===== src/rtl/slon5_pkg.sv =====
// Shared types and constants for the slon5 block feeder.
package slon5_pkg;

  localparam int unsigned WORD_WIDTH  = 32;
  localparam int unsigned BLOCK_WORDS = 16;

  typedef logic [WORD_WIDTH-1:0]             Word_t;
  typedef logic [BLOCK_WORDS*WORD_WIDTH-1:0] Block_t;

  typedef enum logic [2:0] {
    StFill,
    StMark,
    StZero,
    StLen,
    StOut
  } FeederState_t;

  localparam Word_t PAD_MARK = {1'b1, {(WORD_WIDTH-1){1'b0}}};

endpackage


===== src/rtl/slon5_feeder.sv =====
// Packs a word stream into fixed-size blocks for the slon5 core.
// Define SLON5_FEEDER_PAD_EN for marker/zero/length padding; otherwise the tail is zero-filled.
module slon5_feeder
  import slon5_pkg::*;
#(
  parameter int unsigned WORD_WIDTH  = slon5_pkg::WORD_WIDTH,
  parameter int unsigned BLOCK_WORDS = slon5_pkg::BLOCK_WORDS
) (
  input  logic                              ref_clk,
  input  logic                              rst,
  input  logic [WORD_WIDTH-1:0]             in_data,
  input  logic                              in_valid,
  input  logic                              in_last,
  output logic                              in_ready,
  output logic [BLOCK_WORDS*WORD_WIDTH-1:0] blk_data,
  output logic                              blk_valid,
  output logic                              blk_final,
  input  logic                              blk_ready
);

  localparam int unsigned IdxW  = $clog2(BLOCK_WORDS + 1);
  localparam int unsigned SlotW = $clog2(BLOCK_WORDS);
  localparam logic [IdxW-1:0] IdxLast = IdxW'(BLOCK_WORDS - 1);
  localparam logic [IdxW-1:0] IdxOne  = IdxW'(1);

  FeederState_t          state;
  logic [WORD_WIDTH-1:0] buf_q [BLOCK_WORDS];
  logic [IdxW-1:0]       idx;
  logic [SlotW-1:0]      slot;
  logic                  accept;
  logic                  last_slot;

  assign slot      = idx[SlotW-1:0];
  assign accept    = in_valid && in_ready;
  assign last_slot = (idx == IdxLast);

`ifdef SLON5_FEEDER_PAD_EN
  localparam logic [IdxW-1:0]       IdxLen = IdxW'(BLOCK_WORDS - 2);
  localparam logic [WORD_WIDTH-1:0] Mark   = {1'b1, {(WORD_WIDTH-1){1'b0}}};

  logic [63:0]             bitlen;
  logic                    pad_pending;
  logic                    len_pending;
  logic [2*WORD_WIDTH-1:0] len_words;

  assign len_words = (2*WORD_WIDTH)'(bitlen);
`endif

  // Word 0 sits in the most significant slot.
  always_comb begin
    blk_data = '0;
    for (int i = 0; i < BLOCK_WORDS; i++) begin
      blk_data[(BLOCK_WORDS-1-i)*WORD_WIDTH +: WORD_WIDTH] = buf_q[i];
    end
  end

  always_ff @(posedge ref_clk) begin
    if (rst) begin
      state     <= StFill;
      idx       <= '0;
      in_ready  <= 1'b0;
      blk_valid <= 1'b0;
      blk_final <= 1'b0;
      for (int i = 0; i < BLOCK_WORDS; i++) buf_q[i] <= '0;
`ifdef SLON5_FEEDER_PAD_EN
      bitlen      <= '0;
      pad_pending <= 1'b0;
      len_pending <= 1'b0;
`endif
    end else begin
      unique case (state)
        StFill: begin
          in_ready <= 1'b1;
          if (accept) begin
            buf_q[slot] <= in_data;
            idx         <= idx + IdxOne;
`ifdef SLON5_FEEDER_PAD_EN
            bitlen <= bitlen + 64'(WORD_WIDTH);
`endif
            if (last_slot) begin
              state     <= StOut;
              in_ready  <= 1'b0;
              blk_valid <= 1'b1;
`ifdef SLON5_FEEDER_PAD_EN
              blk_final   <= 1'b0;
              pad_pending <= in_last;
`else
              blk_final <= in_last;
`endif
            end else if (in_last) begin
              in_ready <= 1'b0;
`ifdef SLON5_FEEDER_PAD_EN
              state <= StMark;
`else
              state <= StZero;
`endif
            end
          end
        end

`ifdef SLON5_FEEDER_PAD_EN
        StMark: begin
          buf_q[slot] <= Mark;
          idx         <= idx + IdxOne;
          state       <= StZero;
        end

        StZero: begin
          if (idx > IdxLen) begin
            // Length words do not fit: finish this block, length goes in the next one.
            if (idx <= IdxLast) buf_q[slot] <= '0;
            if (idx >= IdxLast) begin
              state       <= StOut;
              blk_valid   <= 1'b1;
              blk_final   <= 1'b0;
              len_pending <= 1'b1;
            end else begin
              idx <= idx + IdxOne;
            end
          end else if (idx == IdxLen) begin
            state <= StLen;
          end else begin
            buf_q[slot] <= '0;
            idx         <= idx + IdxOne;
          end
        end

        StLen: begin
          if (idx == IdxLen) begin
            buf_q[slot] <= len_words[2*WORD_WIDTH-1:WORD_WIDTH];
            idx         <= idx + IdxOne;
          end else begin
            buf_q[slot] <= len_words[WORD_WIDTH-1:0];
            state       <= StOut;
            blk_valid   <= 1'b1;
            blk_final   <= 1'b1;
          end
        end
`else
        StZero: begin
          buf_q[slot] <= '0;
          if (last_slot) begin
            state     <= StOut;
            blk_valid <= 1'b1;
            blk_final <= 1'b1;
          end else begin
            idx <= idx + IdxOne;
          end
        end
`endif

        StOut: begin
          if (blk_ready) begin
            blk_valid <= 1'b0;
            blk_final <= 1'b0;
            idx       <= '0;
            for (int i = 0; i < BLOCK_WORDS; i++) buf_q[i] <= '0;
`ifdef SLON5_FEEDER_PAD_EN
            pad_pending <= 1'b0;
            len_pending <= 1'b0;
            if (pad_pending) begin
              state <= StMark;
            end else if (len_pending) begin
              state <= StZero;
            end else begin
              state    <= StFill;
              in_ready <= 1'b1;
              if (blk_final) bitlen <= '0;
            end
`else
            state    <= StFill;
            in_ready <= 1'b1;
`endif
          end
        end

        default: state <= StFill;
      endcase
    end
  end

endmodule

===== config.mk =====
export PLATFORM = sky130hd
export DESIGN_NAME = slon5_feeder
export DESIGN_NICKNAME = d
export VERILOG_FILES = /design/src/rtl/slon5_pkg.sv /design/src/rtl/slon5_feeder.sv
export SDC_FILE = /design/constraint.sdc
export NUM_CORES = 1
export LEC_CHECK = 0
export BUFFER_PORTS_ARGS = -buffer_cell sky130_fd_sc_hd__buf_2
export CAP_MARGIN = 20
export CORE_AREA = 2 2 215 217
export CTS_CLUSTER_DIAMETER = 30
export DETAILED_ROUTE_END_ITERATION = 8
export DIE_AREA = 0 0 217 219
export GPL_TIMING_DRIVEN = 1
export PLACE_DENSITY = 0.75
export SLEW_MARGIN = 40
export SYNTH_ARGS = -nofsm -noshare
export SYNTH_HDL_FRONTEND = slang
export SYNTH_SLANG_ARGS = --single-unit

===== constraint.sdc =====
create_clock -name ref_clk -period 5.1 [get_ports ref_clk]
set_input_delay 1.02 -clock ref_clk [delete_from_list [all_inputs] [get_ports ref_clk]]
set_output_delay 1.02 -clock ref_clk [all_outputs]
set_load 0.01 [all_outputs]

== After elaboration in Yosys (flattened, before gate mapping) ==
Memory sizes are Yosys's and may differ from the RTL's.
Index checks and enable logic that the tools add are counted.

* Register bits after elaboration: 11
* Bits in latches: 0
* Bits in writable memories: 512
* ROM bits: 0
* Output and inout port bits: 515
* Word-level logic and storage cells: 99
* Memories kept: 1

* $add $sub $neg: 1
* Multipliers: 0
* Divide/modulo/power cells: 0
* $lt $le $gt $ge: 0
* Eq/ne operators: 9
* Shift operators: 0
* Muxes and demuxes: 56
* Bitwise operators: 17
* Reductions and logical operators: 10

{| class="wikitable"
|+ Memory list
! name !! words !! width !! rd ports !! clocked after Yosys merged registers in !! write ports !! line !! source
|-
| buf_q || 16 || 32 || 16 || 0 || 16 || slon5_feeder.sv:27 || <nowiki>logic [WORD_WIDTH-1:0] buf_q [BLOCK_WORDS];</nowiki>
|}

{| class="wikitable"
|+ Operators by type and width
! kind !! count
|-
| $mux 32 || 18
|-
| $reduce_or 32->1 || 1
|-
| $mux 1 || 24
|-
| $or 1x1->1 || 17
|-
| $mux 3 || 5
|-
| $mux 5 || 3
|-
| $pmux 5 s3 || 1
|-
| $ne 2x2->1 const B || 5
|-
| $pmux 3 s3 || 1
|-
| $reduce_and 4->1 || 2
|-
| $pmux 1 s3 || 2
|-
| $add 5x1->5 const B || 1
|-
| $eq 5x4->1 const B || 1
|-
| $reduce_and 5->1 || 1
|-
| $mux 4 || 1
|-
| $eq 3x2->1 const B || 1
|-
| $eq 3x3->1 const B || 1
|-
| $logic_not 3->1 || 1
|-
| $ne 3x3->1 const B || 1
|-
| $reduce_and 3->1 || 1
|-
| $reduce_bool 3->1 || 1
|-
| $pmux 1 s2 || 1
|-
| $reduce_and 2->1 || 1
|-
| $reduce_bool 2->1 || 1
|-
| $logic_and 1x1->1 || 1
|}

== Logic depth before layout (Yosys ltp) ==
Gate-level depths: netlist (run 1).

* Depth in word-level cells: 8
* Gate-level depth with buffers: 8

== Worst setup path after synthesis (run 1) ==
Ideal clock, no wire load.

* Path type: in2reg
* Start: input rst
* End: memory buf_q[14][0] (enable)
* Setup time: 466 ps
* Data arrival time: 3958 ps
* Data required time: 4634 ps
* Slack: 676 ps
* Cell stages on the path: 5
* Buffers on the path: 2
* Path through: clkbuf_2 -> nor2_4 -> nand2_2 -> clkbuf_1 -> o21ai_0

{| class="wikitable"
|+ RTL lines
! what !! line !! source
|-
| start: declaration || slon5_feeder.sv:10 || <nowiki>input logic rst,</nowiki>
|-
| end: declaration || slon5_feeder.sv:27 ||
|}

==> impl_metrics.csv, run 1 <==
group,metric,value,unit
sta,relSlewSlack,0.404,
routing,antenna_left,0,
placement,io_buffers,551,
worst_setup_path,rr_worst_depth,7,
clock_network,clkSinkCount,522,
placement,dpl.hpwl,45200,um
placement,pre_cts_slack,1.48,ns
pwr,leakage,10.4,nW
synth,ys_ff_latch,522,
synth,syn_nets,1374,
worst_setup_path,rr_endpoint,"buf_q[0][16]",
sta,fin_tns_setup,0,ns
synth,synthCells,1327,
sta,max_slew.worst_pin.slew,0.894,ns
synth,ys_seq_area_frac,0.819,
clock_network,cts_inserted_buffers,94,
synth,ys_types,41,
floorplan,rows,78,
global_routing,antenna_found_initial,1,
finish,area_growth_syn_to_layout,37.1,%
routing,num_vias,13700,
worst_hold_path,min-delay-start,"idx[4]",
finish,final_common_cell,"buf_2",
sta,hold_viol,0,
clock_network,clock_latency,0.62,ns
placement,placed_area,0.0228,mm^2
synth,synth_area_per_cell,14.3,um^2
clock_network,htreeDepth,3,
worst_setup_path,r2r_start,"state[2]",
finish,final_net_count,1982,
sta,fin_crit_sh,0.628,
clock_network,holdBufCountCts,0,
clock_network,clock_path_buffers,3,
routing,wire_per_inst,25.2,um
routing,drt_wl_total,66000,um
pwr,power_density,447,mW/mm^2
outcome,outcome,"finished, final reports clean",
finish,final_cells,2618,
finish,seq_area,0.0156,mm^2
worst_setup_path,cp.arrival,3.52,ns
clock_network,ctsRootBufferMaster,"clkbuf_16",
global_routing,grt_usage,0.270,
clock_network,cts_tree,"built",
worst_setup_path,endpoint_kind,"register",
worst_setup_path,reg2reg_slack,1.90,ns
finish,multi_input_comb_area,0.00329,mm^2
finish,final_cell_mix,"buf_2 (551), nor2_1 (515), edfxtp_1 (512)",
clock_network,cts_resized,0,
worst_hold_path,min_path_type,"reg2reg",
worst_setup_path,crit_type,"reg2reg",
floorplan,core,0.0451,mm^2
synth,netlist_area,0.0190,mm^2
synth,synth_edf_count,512,
placement,gp_congestion,0.862,
floorplan,fp.dieH,219,um
floorplan,initial_core_util,0.422,
placement,dpl.cell_count,2435,
floorplan,io_pins,552,
synth,yosys-top-cells-area,"edfxtp_1 (81%), nor2_1 (10%), nand2_1 (2.6%)",
sta,setup_ws,1.90,ns
worst_hold_path,hold_depth,2,
sta,whs,0.518,ns
global_routing,grt_max_degree,83,
sta,rsz0062_at_grt,"false",
sta,setup_viol,0,
worst_hold_path,whs_endpoint,"idx[4]",
finish,drive_gt1_frac,0.388,
sta,fmax,0.312,GHz
global_routing,grt_overflow_total,0,
synth,synthDominantAreaCellType,"edfxtp_1",
synth,async_flop_share,0,
pwr,peakVddDrop,0.000287,V
synth,synthFlopType,"edfxtp_1",
floorplan,die_area,0.0475,mm^2
routing,drtIter0Drc,1616,
finish,fill_cells,3428,
worst_setup_path,critPathMaxFanout,73,
global_routing,grt_pass1_wl,89700,um
sta,fin_skew,0.0152,ns
worst_setup_path,start_kind,"register",
clock_network,clk_pin_slew,0.05,ns
routing,drc_errors,0,
run,cap_violations,0,
finish,stdcell_area,0.0261,mm^2
synth,yosys_warnings,0,
global_routing,grt_pass1_vias,13000,
clock_network,post_cts_buffers,0,
sta,finalCriticalPeriod,3.20,ns
synth,synth_top_area_frac,0.809,
sta,drv_slew,0,
floorplan,dieWidth,217,um
routing,drt_pass1_iterations,5,
worst_setup_path,cp.required,5.42,ns
routing,avgViaCountPerCell,5.24,
## metal layers
layer	track usage	share of wire	vias to the layer above
li1	-	-	5858
met1	0.338	0.37	6735
met2	0.438	0.49	969
met3	0.0779	0.11	142
met4	0.117	0.039	2
met5	0	0.00017	-
## cell families after synthesis
logic type,after synthesis,share of synthesized area
fa+ha+maj,10,0.00658
flops,522,0.819
compound gates,42,0.0150
mux,1,0.000527
buf+inv,78,0.0221
simple gates,674,0.136
## flip-flops by register name, summed over array words and instances (netlist names)
register and cells:
idx 5, blk_final 1, state 2, in_ready 1
blk_valid 1, buf_q 512
## worst max path at each step
stage                  start            to  depth (start not counted)  slack [ns]
finish              state[2]  buf_q[0][16]                          7        1.90
global route        state[2]  buf_q[0][16]                          7        1.72
CTS                 state[2]  buf_q[6][21]                          7        1.83
detailed placement  in_valid  buf_q[6][17]                          6        1.48
global placement    in_valid   buf_q[8][1]                          5        1.45
floorplan                rst  buf_q[14][0]                          5        0.68
## Yosys cell counts, types with 4 or more instances
cell,n
nor2_1,518
edfxtp_1,512
nand2_1,133
buf_2,31
buf_4,21
clkbuf_1,18
o21ai_0,18
dfxtp_1,10
ha_1,10
inv_1,6
a211oi_1,4
a21oi_1,4
nand2_2,4
nand2b_1,4
## power breakdown
part / switching (mW) / internal (mW)
sequential: 0.0674 / 4.87
combinational: 0.439 / 0.175
clock: 2.27 / 3.84
total: 2.77 / 8.88
## layout make-up
type | count | area share
Clock buffer | 101 | 0.0921
Timing Repair Buffer | 584 | 0.125
Antenna cell | 3 | 0.000288
Inverter | 6 | 0.000864
Tap cell | 600 | 0.0288
Clock inverter | 75 | 0.0290
Sequential cell | 522 | 0.598
Multi-Input combinational cell | 727 | 0.126
## per-stage QoR
stage / utilization / power, mW
4_1_cts: 0.576 / 11.7
3_5_place_dp: 0.506 / 5.63
2_1_floorplan: - / 5.26
3_3_place_gp: 0.499 / 5.60
6_report: 0.578 / 11.7
5_1_grt: 0.578 / 11.9
## worst max-delay path, cell delays in order, from the launching register on
cell and delay, ns:
dfxtp_1 0.34, inv_1 0.10, ha_1 0.35, a31oi_1 0.17
nor2_4 0.41, nand2_8 0.42, o21ai_4 0.77, buf_4 0.32
(Power assumes the default switching activity.)
==> inputs of run 2 (changes only) <==
--- a/config.mk
+++ b/config.mk
@@ -5,14 +5,14 @@
 export SDC_FILE = /design/constraint.sdc
 export NUM_CORES = 1
 export LEC_CHECK = 0
+export ABC_AREA = 1
 export BUFFER_PORTS_ARGS = -buffer_cell sky130_fd_sc_hd__buf_2
 export CAP_MARGIN = 20
-export CORE_AREA = 2 2 215 217
+export CORE_UTILIZATION = 45
 export CTS_CLUSTER_DIAMETER = 30
 export DETAILED_ROUTE_END_ITERATION = 8
-export DIE_AREA = 0 0 217 219
 export GPL_TIMING_DRIVEN = 1
-export PLACE_DENSITY = 0.75
+export PLACE_DENSITY = 0.81
 export SLEW_MARGIN = 40
 export SYNTH_ARGS = -nofsm -noshare
 export SYNTH_HDL_FRONTEND = slang
==> constraint.sdc (replaced) <==
create_clock -name ref_clk -period 2.85 [get_ports ref_clk]
set_input_delay 0.57 -clock ref_clk [delete_from_list [all_inputs] [get_ports ref_clk]]
set_output_delay 0.57 -clock ref_clk [all_outputs]
set_load 0.01 [all_outputs]
==> run 2 against run 1 <==
  * Sequential power grew 80%
  * Clock skew grew 0.014 ns
  * Fmax grew 35%
  * Worst setup slack lost 1.4 ns
  * Non-clock buffer count grew 30
  * Clock power grew 100%
  * Sequential share of layout area shrank 2.1 points
  * Area after synthesis grew 4.5%
  * Via count grew 5.3%
  * Die area shrank 5.3%
  * Critical path depth grew 1
  * Count of clock-buffer cells in the layout grew 14
==> impl_metrics.csv, run 2 <==
group,metric,value,unit
worst_setup_path,start_kind,"register",
sta,fmax,0.421,GHz
finish,utilization,0.624,
routing,drt_pass1_iterations,6,
worst_hold_path,min_path_type,"in2reg",
sta,finalCriticalPeriod,2.37,ns
worst_setup_path,endpoint_kind,"register",
clock_network,cts_inserted_buffers,99,
clock_network,post_cts_buffers,0,
synth,ys_types,21,
worst_setup_path,path_buf_inv,3,
clock_network,holdBufCountCts,0,
worst_setup_path,reg2reg_slack,0.48,ns
routing,drc_errors,0,
worst_setup_path,crit_family,"buffers and inverters",
routing,avgViaCountPerCell,5.18,
global_routing,grt_overflow_total,0,
worst_setup_path,cp.required,3.12,ns
sta,max_slew.worst_pin.slew,0.747,ns
finish,final_common_cell,"buf_2",
clock_network,htreeDepth,3,
clock_network,cts_tree,"built",
finish,final_net_count,2163,
floorplan,die_area,0.0450,mm^2
clock_network,clk_pin_slew,0.05,ns
finish,drive_gt1_frac,0.367,
placement,placed_area,0.0234,mm^2
finish,fill_cells,3035,
pwr,p_total,22.8,mW
synth,synthFlopType,"edfxtp_1",
global_routing,grt_pass1_wl,88100,um
worst_setup_path,path_common_cell,"buf_4",
global_routing,grt_max_degree,129,
worst_setup_path,cp_cell_sequence,"inv_1, ha_1, nand3_1, a21oi_4, buf_4, nand4_1, nand2_2, buf_4",
placement,io_buffers,551,
finish,final_cell_mix,"buf_2 (551), edfxtp_1 (512), nor2_1 (432)",
sta,rsz0062_at_grt,"false",
routing,antenna_left,0,
worst_setup_path,cp.depth,8,
worst_setup_path,rr_worst_depth,8,
pwr,peakVddDrop,0.000598,V
placement,dpl.hpwl,41600,um
finish,seq_area,0.0156,mm^2
sta,setup_viol,0,
routing,wire_per_inst,22.5,um
worst_setup_path,slowest_delay,0.35,ns
synth,yosys_warnings,0,
finish,final_cells,2788,
global_routing,grt_usage,0.273,
worst_setup_path,slowest_stage,"a21oi_4",
finish,largest_reg_flops,512,
global_routing,grt_pass1_vias,13800,
run,cap_violations,0,
synth,ys_ff_latch,522,
synth,synth_area_per_cell,13.2,um^2
routing,num_vias,14400,
sta,relSlewSlack,0.502,
synth,ys_seq_area_frac,0.784,
synth,synth_top_area_frac,0.774,
synth,netlist_area,0.0199,mm^2
worst_setup_path,critPathMaxFanout,20,
sta,fin_tns_setup,0,ns
synth,synth.most_common_cell,"edfxtp_1",
placement,gp_congestion,0.889,
synth,yosys-top-cells-count,"edfxtp_1 (512), nor2_1 (437), inv_1 (217), nand3_1 (133), nand2_1 (49)",
synth,syn_nets,1548,
floorplan,initial_core_util,0.459,
finish,largest_registers,"buf_q (512), idx (5), state (2)",
floorplan,dieWidth,212,um
floorplan,core,0.0433,mm^2
worst_setup_path,rr_endpoint,"buf_q[9][23]",
worst_setup_path,crit_end,"buf_q[9][23]",
worst_hold_path,min-delay-start,"rst",
finish,multi_input_comb_area,0.00292,mm^2
floorplan,fp.dieH,212,um
sta,fin_skew,0.0288,ns
sta,drv_slew,0,
finish,top_register,"buf_q",
sta,hold_viol,0,
pwr,leakage,12.9,nW
clock_network,clock_latency,0.63,ns
routing,drt_wl_total,62700,um
global_routing,antenna_found_initial,3,
worst_setup_path,cp.arrival,2.65,ns
worst_setup_path,r2r_start,"state[2]",
placement,dpl.cell_count,2600,
synth,async_flop_share,0,
sta,fin_crit_sh,0.833,
worst_setup_path,crit_type,"reg2reg",
clock_network,ctsRootBufferMaster,"clkbuf_16",
outcome,outcome,"finished, final reports clean",
floorplan,rows,76,
synth,yosys-top-cells-area,"edfxtp_1 (77%), nor2_1 (8.3%), inv_1 (4.1%)",
synth,synthCells,1501,
synth,synth_edf_count,512,
pwr,power_density,845,mW/mm^2
worst_setup_path,critPathLaunch,"state[2]",
floorplan,io_pins,552,
finish,stdcell_area,0.0270,mm^2
clock_network,clkSinkCount,522,
clock_network,clock_path_buffers,3,
synth,synthDominantAreaCellType,"edfxtp_1",
finish,area_growth_syn_to_layout,36.0,%
clock_network,cts_resized,0,
routing,drtIter0Drc,1981,
-- run 2: cell types whose count changed in the layout (fill, tap and decap cells not counted), sizes merged, moves of 31 or more --
cell,previous run,this run
nand3,1,133
buf,583,614
inv,28,230
nand2,137,49
nor2,520,437
-- run 2: logic make-up after synthesis --
family	Yosys count	synth area share
DFF	522	0.784
AOI/OAI and AO/OA	16	0.00485
adders and majority gates	10	0.00630
and+or+nand+nor	635	0.133
buffers and inverters	318	0.0716
-- run 2: worst register-to-register path: stages, from the launching register on --
cell and delay [ns]:
dfxtp_1 0.32, inv_1 0.11, ha_1 0.28, nand3_1 0.17, a21oi_4 0.35, buf_4 0.24, nand4_1 0.13, nand2_2 0.10
buf_4 0.31
-- run 2: worst min path at each step --
stage	slack [ns]	endpoint	cells past startpoint
CTS	0.24	in_ready	2
floorplan	0.47	blk_valid	2
finish	0.28	state[2]	2
global route	0.27	state[2]	2
global placement	0.44	blk_valid	2
detailed placement	0.44	blk_valid	2
-- run 2: where the power goes --
group / internal (mW) / switching, mW
logic: 0.415 / 1.13
registers: 8.79 / 0.119
clock network: 8.34 / 4.01
-- run 2: final cells by class --
type	instances	share of cell area
clock inverter	70	0.0330
clock buffer	115	0.0987
tap	585	0.0271
multi-input combinational	661	0.108
sequential	522	0.577
inverter	218	0.0303
timing repair buffer	614	0.126
antenna	3	0.000278
-- run 2: layer usage --
metal / GRT usage / routed length (um)
met3: 0.0775 / 7120
met1: 0.327 / 21700
met5: 0 / 11
met4: 0.125 / 2270
met2: 0.458 / 31600
-- run 2: stage by stage --
stage                     worst slack [ns]  hold WS, ns
after global placement               0.569        0.442
after floorplan                      0.281        0.467
after detailed placement             0.451        0.444
after global routing                 0.291        0.273
final                                0.477        0.284
after CTS                            0.446        0.242
==> inputs of run 3 (changes only) <==
--- a/config.mk
+++ b/config.mk
@@ -5,14 +5,15 @@
 export SDC_FILE = /design/constraint.sdc
 export NUM_CORES = 1
 export LEC_CHECK = 0
-export ABC_AREA = 1
+export ABC_AREA = 0
 export BUFFER_PORTS_ARGS = -buffer_cell sky130_fd_sc_hd__buf_2
 export CAP_MARGIN = 20
-export CORE_UTILIZATION = 45
+export CORE_AREA = 2 2 215 217
 export CTS_CLUSTER_DIAMETER = 30
 export DETAILED_ROUTE_END_ITERATION = 8
+export DIE_AREA = 0 0 217 219
 export GPL_TIMING_DRIVEN = 1
-export PLACE_DENSITY = 0.81
+export PLACE_DENSITY = 0.75
 export SLEW_MARGIN = 40
 export SYNTH_ARGS = -nofsm -noshare
 export SYNTH_HDL_FRONTEND = slang
==> constraint.sdc (replaced) <==
create_clock -name ref_clk -period 2.4 [get_ports ref_clk]
set_input_delay 0.48 -clock ref_clk [delete_from_list [all_inputs] [get_ports ref_clk]]
set_output_delay 0.48 -clock ref_clk [all_outputs]
set_load 0.01 [all_outputs]
==> run 3 against run 2 <==
  * Critical path depth is 1 lower
  * Die area is 5.6% higher
  * Sequential share of layout area up 0.97 points
  * Final cell count down 5.1%
  * Design area is 1.6% lower
  * Wire length up 5.3%
  * Sequential power up 18%
==> impl_metrics.csv, run 3 (synthesis results as in run 1) <==
group,metric,value,unit
routing,drt_wl_total,66000,um
floorplan,die_area,0.0475,mm^2
clock_network,ctsRootBufferMaster,"clkbuf_16",
finish,final_cell_mix,"buf_2 (551), nor2_1 (515), edfxtp_1 (512)",
sta,max_slew.worst_pin.slew,0.549,ns
worst_setup_path,endpoint_kind,"register",
worst_setup_path,critPathMaxFanout,34,
finish,final_net_count,2009,
clock_network,clk_pin_slew,0.05,ns
global_routing,antenna_found_initial,6,
finish,area_growth_syn_to_layout,39.8,%
finish,stdcell_area,0.0266,mm^2
routing,drc_errors,0,
routing,avgViaCountPerCell,5.22,
worst_hold_path,min_path_type,"in2reg",
worst_setup_path,slowest_stage,"nor2_4",
sta,relSlewSlack,0.634,
floorplan,io_pins,552,
sta,rsz0062_at_grt,"true",
clock_network,clock_path_buffers,3,
clock_network,cts_inserted_buffers,95,
global_routing,grt_pass1_vias,13300,
placement,placed_area,0.0231,mm^2
clock_network,cts_tree,"built",
finish,final_common_cell,"buf_2",
worst_setup_path,cp.required,2.69,ns
sta,hold_viol,0,
worst_setup_path,cp.arrival,2.58,ns
run,cap_violations,0,
clock_network,holdBufCountCts,0,
global_routing,grt_pass1_wl,90800,um
finish,drive_gt1_frac,0.391,
global_routing,grt_overflow_total,0,
placement,io_buffers,551,
pwr,peakVddDrop,0.000849,V
worst_setup_path,crit_type,"reg2reg",
floorplan,core,0.0451,mm^2
pwr,power_density,960,mW/mm^2
floorplan,fp.dieH,219,um
worst_setup_path,cp_cell_sequence,"inv_1, ha_1, a31oi_1, nor2_4, nand2_8, o21ai_4, buf_12",
clock_network,clkSinkCount,522,
routing,antenna_left,0,
worst_setup_path,slowest_delay,0.40,ns
sta,fin_tns_setup,0,ns
placement,gp_congestion,0.866,
sta,fin_skew,0.0378,ns
finish,top_register,"buf_q",
clock_network,clock_latency,0.63,ns
global_routing,grt_usage,0.269,
finish,fill_cells,3450,
routing,num_vias,13800,
worst_setup_path,start_kind,"register",
floorplan,initial_core_util,0.422,
placement,dpl.hpwl,43400,um
floorplan,rows,78,
routing,drtIter0Drc,1561,
sta,fmax,0.437,GHz
global_routing,grt_max_degree,42,
outcome,outcome,"finished, final reports clean",
routing,drt_pass1_iterations,5,
pwr,leakage,10.6,nW
finish,largest_registers,"buf_q (512), idx (5), state (2)",
sta,finalCriticalPeriod,2.29,ns
sta,drv_slew,0,
sta,setup_viol,0,
floorplan,dieWidth,217,um
clock_network,htreeDepth,3,
sta,fin_crit_sh,0.954,
finish,largest_reg_flops,512,
routing,wire_per_inst,24.9,um
## run 3: path summary, 6_finish.rpt
| kind | startpoint | endpoint | slack (ns) | depth (start not counted) |
|---|---|---|---|---|
| worst min-delay path | rst | idx[1] | 0.27 | 2 |
| worst max register to register | state[1] | buf_q[15][6] | 0.11 | 7 |
| worst max-delay path | state[1] | buf_q[15][6] | 0.11 | 7 |
| worst min register to register | idx[4] | idx[4] | 0.50 | 2 |
## run 3: through the flow
stage	util	setup slack (ns)	total power, mW	hold WS (ns)	cells
CTS	0.585	0.0841	25.6	0.219	2629
finish	0.589	0.110	25.5	0.265	2645
detailed placement	0.512	0.102	12.0	0.500	2451
floorplan	-	-0.166	11.2	0.472	1327
global route	0.589	-0.0249	26.1	0.258	2643
global placement	0.512	0.0934	12.0	0.489	2449
## run 3: timing repair
item | 4_1_cts | 5_1_grt
buffers inserted | 0 | 9
endpoints found under the setup margin | 0 | 171
gates resized for setup | 0 | 0
## run 3: final cells by class
cell class | instances | area [um^2] | area share
clock inverters | 75 | 836 | 0.0315
inverters | 6 | 22.5 | 0.000848
multi-input cells | 729 | 3300 | 0.124
well taps | 600 | 751 | 0.0283
diodes | 2 | 5.00 | 0.000188
flip-flops and latches | 522 | 15600 | 0.586
repair buffers | 608 | 3630 | 0.137
clock buffers | 103 | 2450 | 0.0922
## run 3: per-layer routing
metal / part of all wire / global-route usage / up-vias
li1: - / - / 5900
met1: 0.36 / 0.333 / 6745
met2: 0.48 / 0.436 / 977
met3: 0.11 / 0.0787 / 166
met4: 0.043 / 0.127 / 8
met5: 0.00074 / 0 / -
## run 3: worst max-delay path: cells and delay by family, from the launching register on
| family | cells | cell delay (ns) |
|---|---|---|
| flip-flops | 1 | 0.33 |
| AND/OR/NAND/NOR | 2 | 0.68 |
| buffers and inverters | 2 | 0.34 |
| AO/OA/AOI/OAI | 2 | 0.38 |
| adder cells (fa/ha/maj) | 1 | 0.18 |
## run 3: where the power goes
group	switching (mW)	internal (mW)	total, mW
logic	0.962	0.422	1.38
registers	0.126	10.3	10.5
clock network	4.70	8.95	13.6
total	5.78	19.7	25.5
